File: config.mk
export PLATFORM = sky130hd
export DESIGN_NAME = reaction_screen_ctrl
export DESIGN_NICKNAME = d
export VERILOG_FILES = /design/src/rtl/reaction_screen_ctrl.sv
export SDC_FILE = /design/constraint.sdc
export NUM_CORES = 1
export LEC_CHECK = 0
export CORE_UTILIZATION = 36
export DETAILED_ROUTE_END_ITERATION = 16
export PLACE_DENSITY_LB_ADDON = 0.08
export SLEW_MARGIN = 10
export SYNTH_ARGS = -nofsm -noshare
export SYNTH_HDL_FRONTEND = slang
export SYNTH_SLANG_ARGS = --single-unit
File: constraint.sdc
create_clock -name clk -period 3.8 [get_ports clk]
set_clock_uncertainty 0.2 [all_clocks]
set_input_delay 1.14 -clock clk [delete_from_list [all_inputs] [get_ports clk]]
set_output_delay 1.14 -clock clk [all_outputs]
set_load 0.02 [all_outputs]
File: src/rtl/reaction_screen_ctrl.sv
// ----------------------------------------------------------------------------
// reaction_screen_ctrl
//
// Sequences the reaction-time game across the full-screen OLED images
// (TITLE, WAIT, GO, RESULT, EARLY, SLOW). It produces the registered
// screen_sel code for the top-level pixel mux. It also generates the random
// pre-GO delay from a 16-bit LFSR, measures the reaction time in ms and
// times how long each end screen is held.
//
// Ports:
//   clk          in   system clock
//   rst_n        in   asynchronous active-low reset
//   tick_1ms     in   one-cycle pulse every 1 ms (synchronous to clk)
//   btn_pulse    in   one-cycle debounced press (synchronous to clk)
//   screen_sel   out  [2:0]  0 TITLE, 1 WAIT, 2 GO, 3 RESULT, 4 EARLY, 5 SLOW
//   reaction_ms  out  [13:0] last measured reaction time, saturates at 9999
//   result_valid out  one-cycle pulse when reaction_ms is updated
//   busy         out  high in every state except TITLE
//
// Optional feature, macro REACTION_BEST_EN:
//   best_ms      out  [13:0] best reaction time so far (reset 9999)
//   new_best     out  one-cycle pulse with result_valid when best_ms improves
//
// DELAY_MIN_MS + DELAY_MASK must stay below 65536 so that the 16-bit target
// sum cannot wrap.
// ----------------------------------------------------------------------------
module reaction_screen_ctrl #(
    parameter int          DELAY_MIN_MS = 1000,
    parameter logic [15:0] DELAY_MASK   = 16'h07FF,
    parameter int          TIMEOUT_MS   = 2000,
    parameter int          HOLD_MS      = 3000,
    parameter logic [15:0] LFSR_SEED    = 16'hACE1
) (
    input  logic        clk,
    input  logic        rst_n,
    input  logic        tick_1ms,
    input  logic        btn_pulse,
    output logic [2:0]  screen_sel,
    output logic [13:0] reaction_ms,
    output logic        result_valid,
`ifdef REACTION_BEST_EN
    output logic [13:0] best_ms,
    output logic        new_best,
`endif
    output logic        busy
);

    typedef enum logic [2:0] {
        S_TITLE  = 3'd0,
        S_WAIT   = 3'd1,
        S_GO     = 3'd2,
        S_RESULT = 3'd3,
        S_EARLY  = 3'd4,
        S_SLOW   = 3'd5
    } state_t;

    // A zero seed would lock the LFSR at zero, so fall back to the default.
    localparam logic [15:0] LFSR_INIT  = (LFSR_SEED == 16'h0000) ? 16'hACE1 : LFSR_SEED;
    localparam logic [15:0] DELAY_MIN  = 16'(DELAY_MIN_MS);
    localparam logic [16:0] TIMEOUT_C  = 17'(TIMEOUT_MS);
    localparam logic [16:0] HOLD_C     = 17'(HOLD_MS);
    localparam logic [15:0] SAT_MS     = 16'd9999;

    state_t      r_state;
    state_t      w_state_nxt;
    logic [15:0] r_lfsr;
    logic [15:0] r_cnt;
    logic [15:0] r_target;
    logic [2:0]  r_screen_sel;
    logic [13:0] r_reaction_ms;
    logic        r_result_valid;
    logic        r_busy;

    logic [16:0] w_cnt_inc;
    logic        w_tgt_hit;
    logic        w_timeout_hit;
    logic        w_hold_hit;
    logic        w_load_target;
    logic        w_capture;
    logic [13:0] w_react_sat;

    // The counter value this tick would produce; a limit is "reached" on the
    // tick that would make the count equal to it. 17 bits so it cannot wrap.
    assign w_cnt_inc     = {1'b0, r_cnt} + 17'd1;
    assign w_tgt_hit     = tick_1ms && (w_cnt_inc >= {1'b0, r_target});
    assign w_timeout_hit = tick_1ms && (w_cnt_inc >= TIMEOUT_C);
    assign w_hold_hit    = tick_1ms && (w_cnt_inc >= HOLD_C);
    // The capture uses the pre-tick count: a tick coincident with the press is not counted.
    assign w_react_sat   = (r_cnt > SAT_MS) ? SAT_MS[13:0] : r_cnt[13:0];

    // Next-state decode and per-transition strobes.
    always_comb begin
        w_state_nxt   = r_state;
        w_load_target = 1'b0;
        w_capture     = 1'b0;
        case (r_state)
            S_TITLE: begin
                if (btn_pulse) begin
                    w_state_nxt   = S_WAIT;
                    w_load_target = 1'b1;
                end else begin
                    w_state_nxt = S_TITLE;
                end
            end
            S_WAIT: begin
                // A press beats a simultaneous expiry tick.
                if (btn_pulse) begin
                    w_state_nxt = S_EARLY;
                end else if (w_tgt_hit) begin
                    w_state_nxt = S_GO;
                end else begin
                    w_state_nxt = S_WAIT;
                end
            end
            S_GO: begin
                if (btn_pulse) begin
                    w_state_nxt = S_RESULT;
                    w_capture   = 1'b1;
                end else if (w_timeout_hit) begin
                    w_state_nxt = S_SLOW;
                end else begin
                    w_state_nxt = S_GO;
                end
            end
            S_RESULT, S_EARLY, S_SLOW: begin
                // Presses are ignored while an end screen is held.
                if (w_hold_hit) begin
                    w_state_nxt = S_TITLE;
                end else begin
                    w_state_nxt = r_state;
                end
            end
            default: begin
                w_state_nxt = S_TITLE;
            end
        endcase
    end

    // State register plus registered screen_sel and busy, all updated on the same edge.
    always_ff @(posedge clk or negedge rst_n) begin
        if (!rst_n) begin
            r_state      <= S_TITLE;
            r_screen_sel <= 3'd0;
            r_busy       <= 1'b0;
        end else begin
            r_state      <= w_state_nxt;
            r_screen_sel <= w_state_nxt;
            r_busy       <= (w_state_nxt != S_TITLE);
        end
    end

    // Free-running Fibonacci LFSR (taps 16,14,13,11) for the random delay.
    always_ff @(posedge clk or negedge rst_n) begin
        if (!rst_n) begin
            r_lfsr <= LFSR_INIT;
        end else begin
            r_lfsr <= {r_lfsr[14:0], r_lfsr[15] ^ r_lfsr[13] ^ r_lfsr[12] ^ r_lfsr[10]};
        end
    end

    // Single ms counter: cleared on every state entry, counts ticks otherwise.
    always_ff @(posedge clk or negedge rst_n) begin
        if (!rst_n) begin
            r_cnt <= 16'd0;
        end else if (w_state_nxt != r_state) begin
            r_cnt <= 16'd0;
        end else if (tick_1ms) begin
            r_cnt <= w_cnt_inc[15:0];
        end else begin
            r_cnt <= r_cnt;
        end
    end

    // WAIT target, sampled from the LFSR value held before the TITLE press edge.
    always_ff @(posedge clk or negedge rst_n) begin
        if (!rst_n) begin
            r_target <= 16'd0;
        end else if (w_load_target) begin
            r_target <= DELAY_MIN + (r_lfsr & DELAY_MASK);
        end else begin
            r_target <= r_target;
        end
    end

    // Reaction result register and its one-cycle valid strobe.
    always_ff @(posedge clk or negedge rst_n) begin
        if (!rst_n) begin
            r_reaction_ms  <= 14'd0;
            r_result_valid <= 1'b0;
        end else begin
            r_result_valid <= w_capture;
            if (w_capture) begin
                r_reaction_ms <= w_react_sat;
            end else begin
                r_reaction_ms <= r_reaction_ms;
            end
        end
    end

`ifdef REACTION_BEST_EN
    logic [13:0] r_best_ms;
    logic        r_new_best;

    // Best-time tracker, updated on the same edge as reaction_ms.
    always_ff @(posedge clk or negedge rst_n) begin
        if (!rst_n) begin
            r_best_ms  <= SAT_MS[13:0];
            r_new_best <= 1'b0;
        end else if (w_capture && (w_react_sat < r_best_ms)) begin
            r_best_ms  <= w_react_sat;
            r_new_best <= 1'b1;
        end else begin
            r_best_ms  <= r_best_ms;
            r_new_best <= 1'b0;
        end
    end

    assign best_ms  = r_best_ms;
    assign new_best = r_new_best;
`endif

    assign screen_sel   = r_screen_sel;
    assign reaction_ms  = r_reaction_ms;
    assign result_valid = r_result_valid;
    assign busy         = r_busy;

endmodule

---- Word level (Yosys, flattened, before mapping) ----
Index checks and enable logic that the tools add are counted.
storage, ports and cells
  bits in registers ....................... 67
  input port bits ......................... 4
  logic and storage cells ................. 42
operators by class
  eq/ne operators ......................... 6
  mux-type cells .......................... 13
  reductions and logical operators ........ 7
  add/subtract/negate cells ............... 2
  bitwise operators ....................... 3
  $lt $le $gt $ge ......................... 4
operators by type and width
  kind                                                                     number
  16-bit 2-to-1 mux                                                        2
  16-bit by 1-bit adder with 17-bit output, second input constant          1
  17-bit by 11-bit >= comparator with 1-bit output, second input constant  1
  17-bit by 12-bit >= comparator with 1-bit output, second input constant  1
  17-bit by 16-bit >= comparator with 1-bit output                         1
  16-bit by 14-bit > comparator with 1-bit output, second input constant   1
  14-bit 2-to-1 mux                                                        1
  10-bit by 11-bit adder with 12-bit output, first input constant          1
  3-bit 2-to-1 mux                                                         4
  3-bit case mux with 4 select lines                                       1
  3-bit by 2-bit == test with 1-bit output, second input constant          2
  3-bit == test, second input constant                                     2
  1-bit 2-to-1 mux                                                         4
  3-bit by 1-bit == test with 1-bit output, second input constant          1
  1-bit logical AND                                                        3
  3-bit zero test                                                          1
  3-bit inequality test                                                    1
  3-bit nonzero test                                                       1
  3-bit OR reduction                                                       1
  1-bit XOR                                                                3
  2-bit 2-to-1 mux                                                         1
  2-bit nonzero test                                                       1

---- Depth between registers and ports, before layout ----
  depth after elaboration ................. 8
  mapped depth ............................ 14
  depth with buffers taken out ............ 12

---- Worst setup path before layout ----
OpenSTA, ideal clock, no wires.
  path kind ............................... reg-to-reg
  start point ............................. reg r_cnt[0]
  end point ............................... reg r_cnt[10]
  arrival ................................. 3.081 ns
  data required time ...................... 3.477 ns
  path buffers ............................ 2
  period minus slack after synthesis ...... 3.404 ns
  path slack .............................. 0.396 ns
  cell stages (with the launch flop) ...... 15
  path through ............................ dfrtp_1 > ha_1 > nand3_1 > buf_4 > nor2_1 > xnor2_1 > ha_1 > nand4_1 > a211oi_1 > a211oi_1 > maj3_1 > o21a_1 > a221oi_4 > buf_6 > nor3_1
between the ends
  word-level cells in the longest chain between the ends .. 8
  elaborated cells on any way between the ends .. 17
  those cells by class .................... 1 x add/sub; 3 x order compare; 1 x eq/ne; 8 x mux; 4 x reduce/logical
ends and longest elaborated chain
  element                                                                                                                      line      RTL
  start, declared                                                                                                              67        logic [15:0] r_cnt;
  start signal, assigned                                                                                                       168       r_cnt <= w_cnt_inc[15:0];
  start signal, assigned                                                                                                       170       r_cnt <= r_cnt;
  16-bit by 1-bit adder with 17-bit output (*)                                                                                 84        assign w_cnt_inc = {1'b0, r_cnt} + 17'd1;
  17-bit by 11-bit >= comparator with 1-bit output / 17-bit by 16-bit >= comparator with 1-bit output (equally long branches)  86, 85
  1-bit logical AND (on tied branches)                                                                                         86, 85
  3-bit 2-to-1 mux / 2-bit 2-to-1 mux (equally long branches)                                                                  119, 109
  3-bit 2-to-1 mux (on tied branches)                                                                                          116, 107
  3-bit case mux with 4 select lines                                                                                           96        case (r_state)
  3-bit inequality test                                                                                                        165       end else if (w_state_nxt != r_state) begin
  16-bit 2-to-1 mux / 2-bit nonzero test (equally long branches)                                                               -
Every way passes the cells marked *; elsewhere a longest branch is shown, timed or not. The select of a mux whose other input is x is not followed.
A chain may end at the register's enable or synchronous reset.

---- Final worst setup path ----
  start point ............................. reg r_cnt[1]
  end point ............................... reg r_cnt[6]
The elaborated chain is that of the path after synthesis.

==> impl_metrics.tcl <==
set metrics [dict create \
    crit_arrival_ns 3.55 \
    syn_inst 336 \
    routed_via_density 5.22 \
    layout_common_cells "dfrtp_1, nand2_1, nor3_1, xnor2_1, clkdlybuf4s50_1" \
    gp_congestion 0.799 \
    firstDrtPassIters 4 \
    final_common_cell "dfrtp_1" \
    start_util_pct 37.1 \
    postSynthRegisterBits 63 \
    async_flop_share_pct 100 \
    tns_ns 0 \
    period_needed_ns 3.52 \
    rr_worst_depth 13 \
    powerDensity_nw_per_um2 500 \
    grt_max_degree 64 \
    num_rows 35 \
    via_count 2525 \
    cts_tree "yes" \
    diodes 0 \
    synth_edf_count 0 \
    crit_fanout 16 \
    drc_errors 0 \
    wl_per_cell_um 15.0 \
    drtIter0Drc 62 \
    synth-main-ff-cell "dfrtp_1" \
    cts-htree-levels 3 \
    min_path_cells 0 \
    grt_overflow 0 \
    clockRootBuffer "clkbuf_8" \
    path_delay_family "adder cells" \
    core_region_area_sq_um 9200 \
    setup_viol 0 \
    dp.cells 468 \
    hp-class "reg -> reg" \
    slowest_delay_ns 0.44 \
    synth_area_per_cell_sq_um 10.2 \
    multiInputGateArea_sq_um 1660 \
    place_ws_ns 0.146 \
    drtAntennaViolNets 0 \
    syn_area_sq_um 3410 \
    cts_buffers 9 \
    cpMostUsedCell "a211oi_1" \
    dp_hpwl_um 5230 \
    grt_pass1_vias 2480 \
    postCtsHoldBufs 0 \
    min_to "r_lfsr[15]$_DFF_PN1_" \
    synth.distinct_cells 62 \
    fin_hold_ws_ns 0.148 \
    cp_slowest_cell "dfrtp_2" \
    path_clk_slew_ns 0.08 \
    area_growth_pct 18.5 \
    ios 23 \
    start_kind "flip-flop" \
    rsz0062_at_grt "no" \
    antenna_found_initial 0 \
    total_power_mw 2.02 \
    timing.rr.start "r_cnt[1]$_DFFE_PN0P_" \
    clk_latency_ns 0.35 \
    slew-limit-headroom_pct 47.8 \
    run_status "completed" \
    fin_nets 386 \
    layout-drive-gt1-share_pct 15.8 \
    vdd.ir_drop.worst_mv 0.188 \
    maxCapViolations 0 \
    cts_setup_buffers 0 \
    postLayoutCoreUtil_pct 44.0 \
    end_kind "flip-flop" \
    regArea_sq_um 1590 \
    tightestPinTransition_ns 0.783 \
    cp_num_buf_inv 1 \
    drv_slew 0 \
    hold_path_startpoint "r_lfsr[14]$_DFF_PN0_" \
    timing.final.hold_violations 0 \
    ys.warnings.count 0 \
    clk_path_buf_depth 2 \
    totalWireLength_um 7250 \
    die_w_um 99.4 \
    fin_crit_sh_pct 92.8 \
    stdcell_area_sq_um 4050 \
    nFillCells 925 \
    placed_area_sq_um 3790 \
    syn_nets 354 \
    track_usage_pct 16.4 \
    cts_resized 0 \
    required_ns 3.82 \
    port_buffers 22 \
    p_leak_nw 1.71 \
    clock-sinks 63 \
    grt_pass1_wl_um 12500 \
    timing.rr.end "r_cnt[6]$_DFFE_PN0P_" \
    timing.final.ws_setup_ns 0.275 \
    ff2ff_setup_slack_ns 0.28 \
    crit_chain "ha_2, nand3_1, nor2_1, xnor2_1, ha_1, nand4_1, a211oi_1, a211oi_1, maj3_1, o21a_1, a221oi_4, buf_4, nor3_1" \
    die_y_um 99.4 \
    fmax_ghz 0.284 \
    die-area_sq_um 9870 \
    synth_seq_area_share_pct 46.5 \
    instances_no_fill 484 \
    crit_type "reg -> reg" \
]
-- power breakdown --
part,leakage (nW),switching (mW),internal [mW]
Sequential,0.808,0.0628,0.746
Combinational,0.782,0.287,0.215
Clock,0.123,0.274,0.438
Total,1.71,0.624,1.40
-- cell type report --
type                            instances  share of cell area [%]
Sequential cell                        63                    39.2
Clock inverter                          7                    3.00
Timing Repair Buffer                   37                    8.10
Clock buffer                            9                    3.06
Inverter                               22                    2.04
Multi-Input combinational cell        235                    41.1
Tap cell                              111                    3.43
-- worst register-to-register path, stage by stage (launching register included) --
cell      delay (ns)
dfrtp_2         0.44
ha_2            0.26
nand3_1         0.22
nor2_1          0.22
xnor2_1         0.10
ha_1            0.32
nand4_1         0.09
a211oi_1        0.23
a211oi_1        0.11
maj3_1          0.40
o21a_1          0.21
a221oi_4        0.24
buf_4           0.26
nor3_1          0.09
-- metal layers --
metal	up-vias	GRT usage [%]	share of wire (%)
li1	1259	-	-
met1	1232	22.5	50
met2	27	25.4	47
met3	7	3.58	2.4
met4	0	6.45	1.1
met5	-	0	0
-- registers in the layout, indices dropped and copies added, names as in the netlist --
name / cells
r_lfsr: 16
busy: 1
screen_sel: 3
reaction_ms: 14
r_cnt: 16
r_target: 12
result_valid: 1
-- synth_stat cells, drive strengths merged (3+ instances only) --
| master | count | area (sq um) |
|---|---|---|
| clkbuf | 5 | 20.0 |
| o21ai | 20 | 104 |
| nor3 | 28 | 145 |
| xor2 | 12 | 105 |
| xnor2 | 21 | 184 |
| a21oi | 6 | 30.0 |
| nand4 | 7 | 58.8 |
| nor2b | 4 | 25.0 |
| nand3 | 10 | 50.1 |
| dfstp | 8 | 210 |
| dfrtp | 55 | 1380 |
| a211oi | 3 | 22.5 |
| nor2 | 19 | 71.3 |
| inv | 20 | 75.1 |
| a22o | 3 | 26.3 |
| ha | 14 | 175 |
| nor4 | 7 | 73.8 |
| o211ai | 5 | 37.5 |
| buf | 11 | 70.1 |
| nand2 | 27 | 101 |
| o22a | 6 | 52.6 |
| mux2i | 3 | 30.0 |
| and3 | 5 | 32.5 |
-- kinds of logic (layout without fill, tap and decap cells) --
kind of cell	after synthesis	after routing	synth area share, %
buf+inv	38	75	5.06
xor+xnor	33	33	8.47
compound gates	64	64	14.2
fa+ha+maj	15	15	5.43
flops	63	63	46.5
simple gates	118	118	18.8
mux	5	5	1.54
-- worst max-delay path by stage --
stage                                    start               endpoint  slack, ns  cells after the start
after detailed placement  r_cnt[1]$_DFFE_PN0P_   r_cnt[6]$_DFFE_PN0P_       0.15                     12
after global placement    r_cnt[1]$_DFFE_PN0P_  r_cnt[15]$_DFFE_PN0P_       0.21                     12
after global routing      r_cnt[1]$_DFFE_PN0P_  r_cnt[10]$_DFFE_PN0P_      0.009                     13
final                     r_cnt[1]$_DFFE_PN0P_   r_cnt[6]$_DFFE_PN0P_       0.28                     13
after floorplan           r_cnt[0]$_DFFE_PN0P_  r_cnt[10]$_DFFE_PN0P_       0.40                     14
after CTS                 r_cnt[1]$_DFFE_PN0P_   r_cnt[2]$_DFFE_PN0P_       0.09                     12
(Power assumes the default switching activity.)
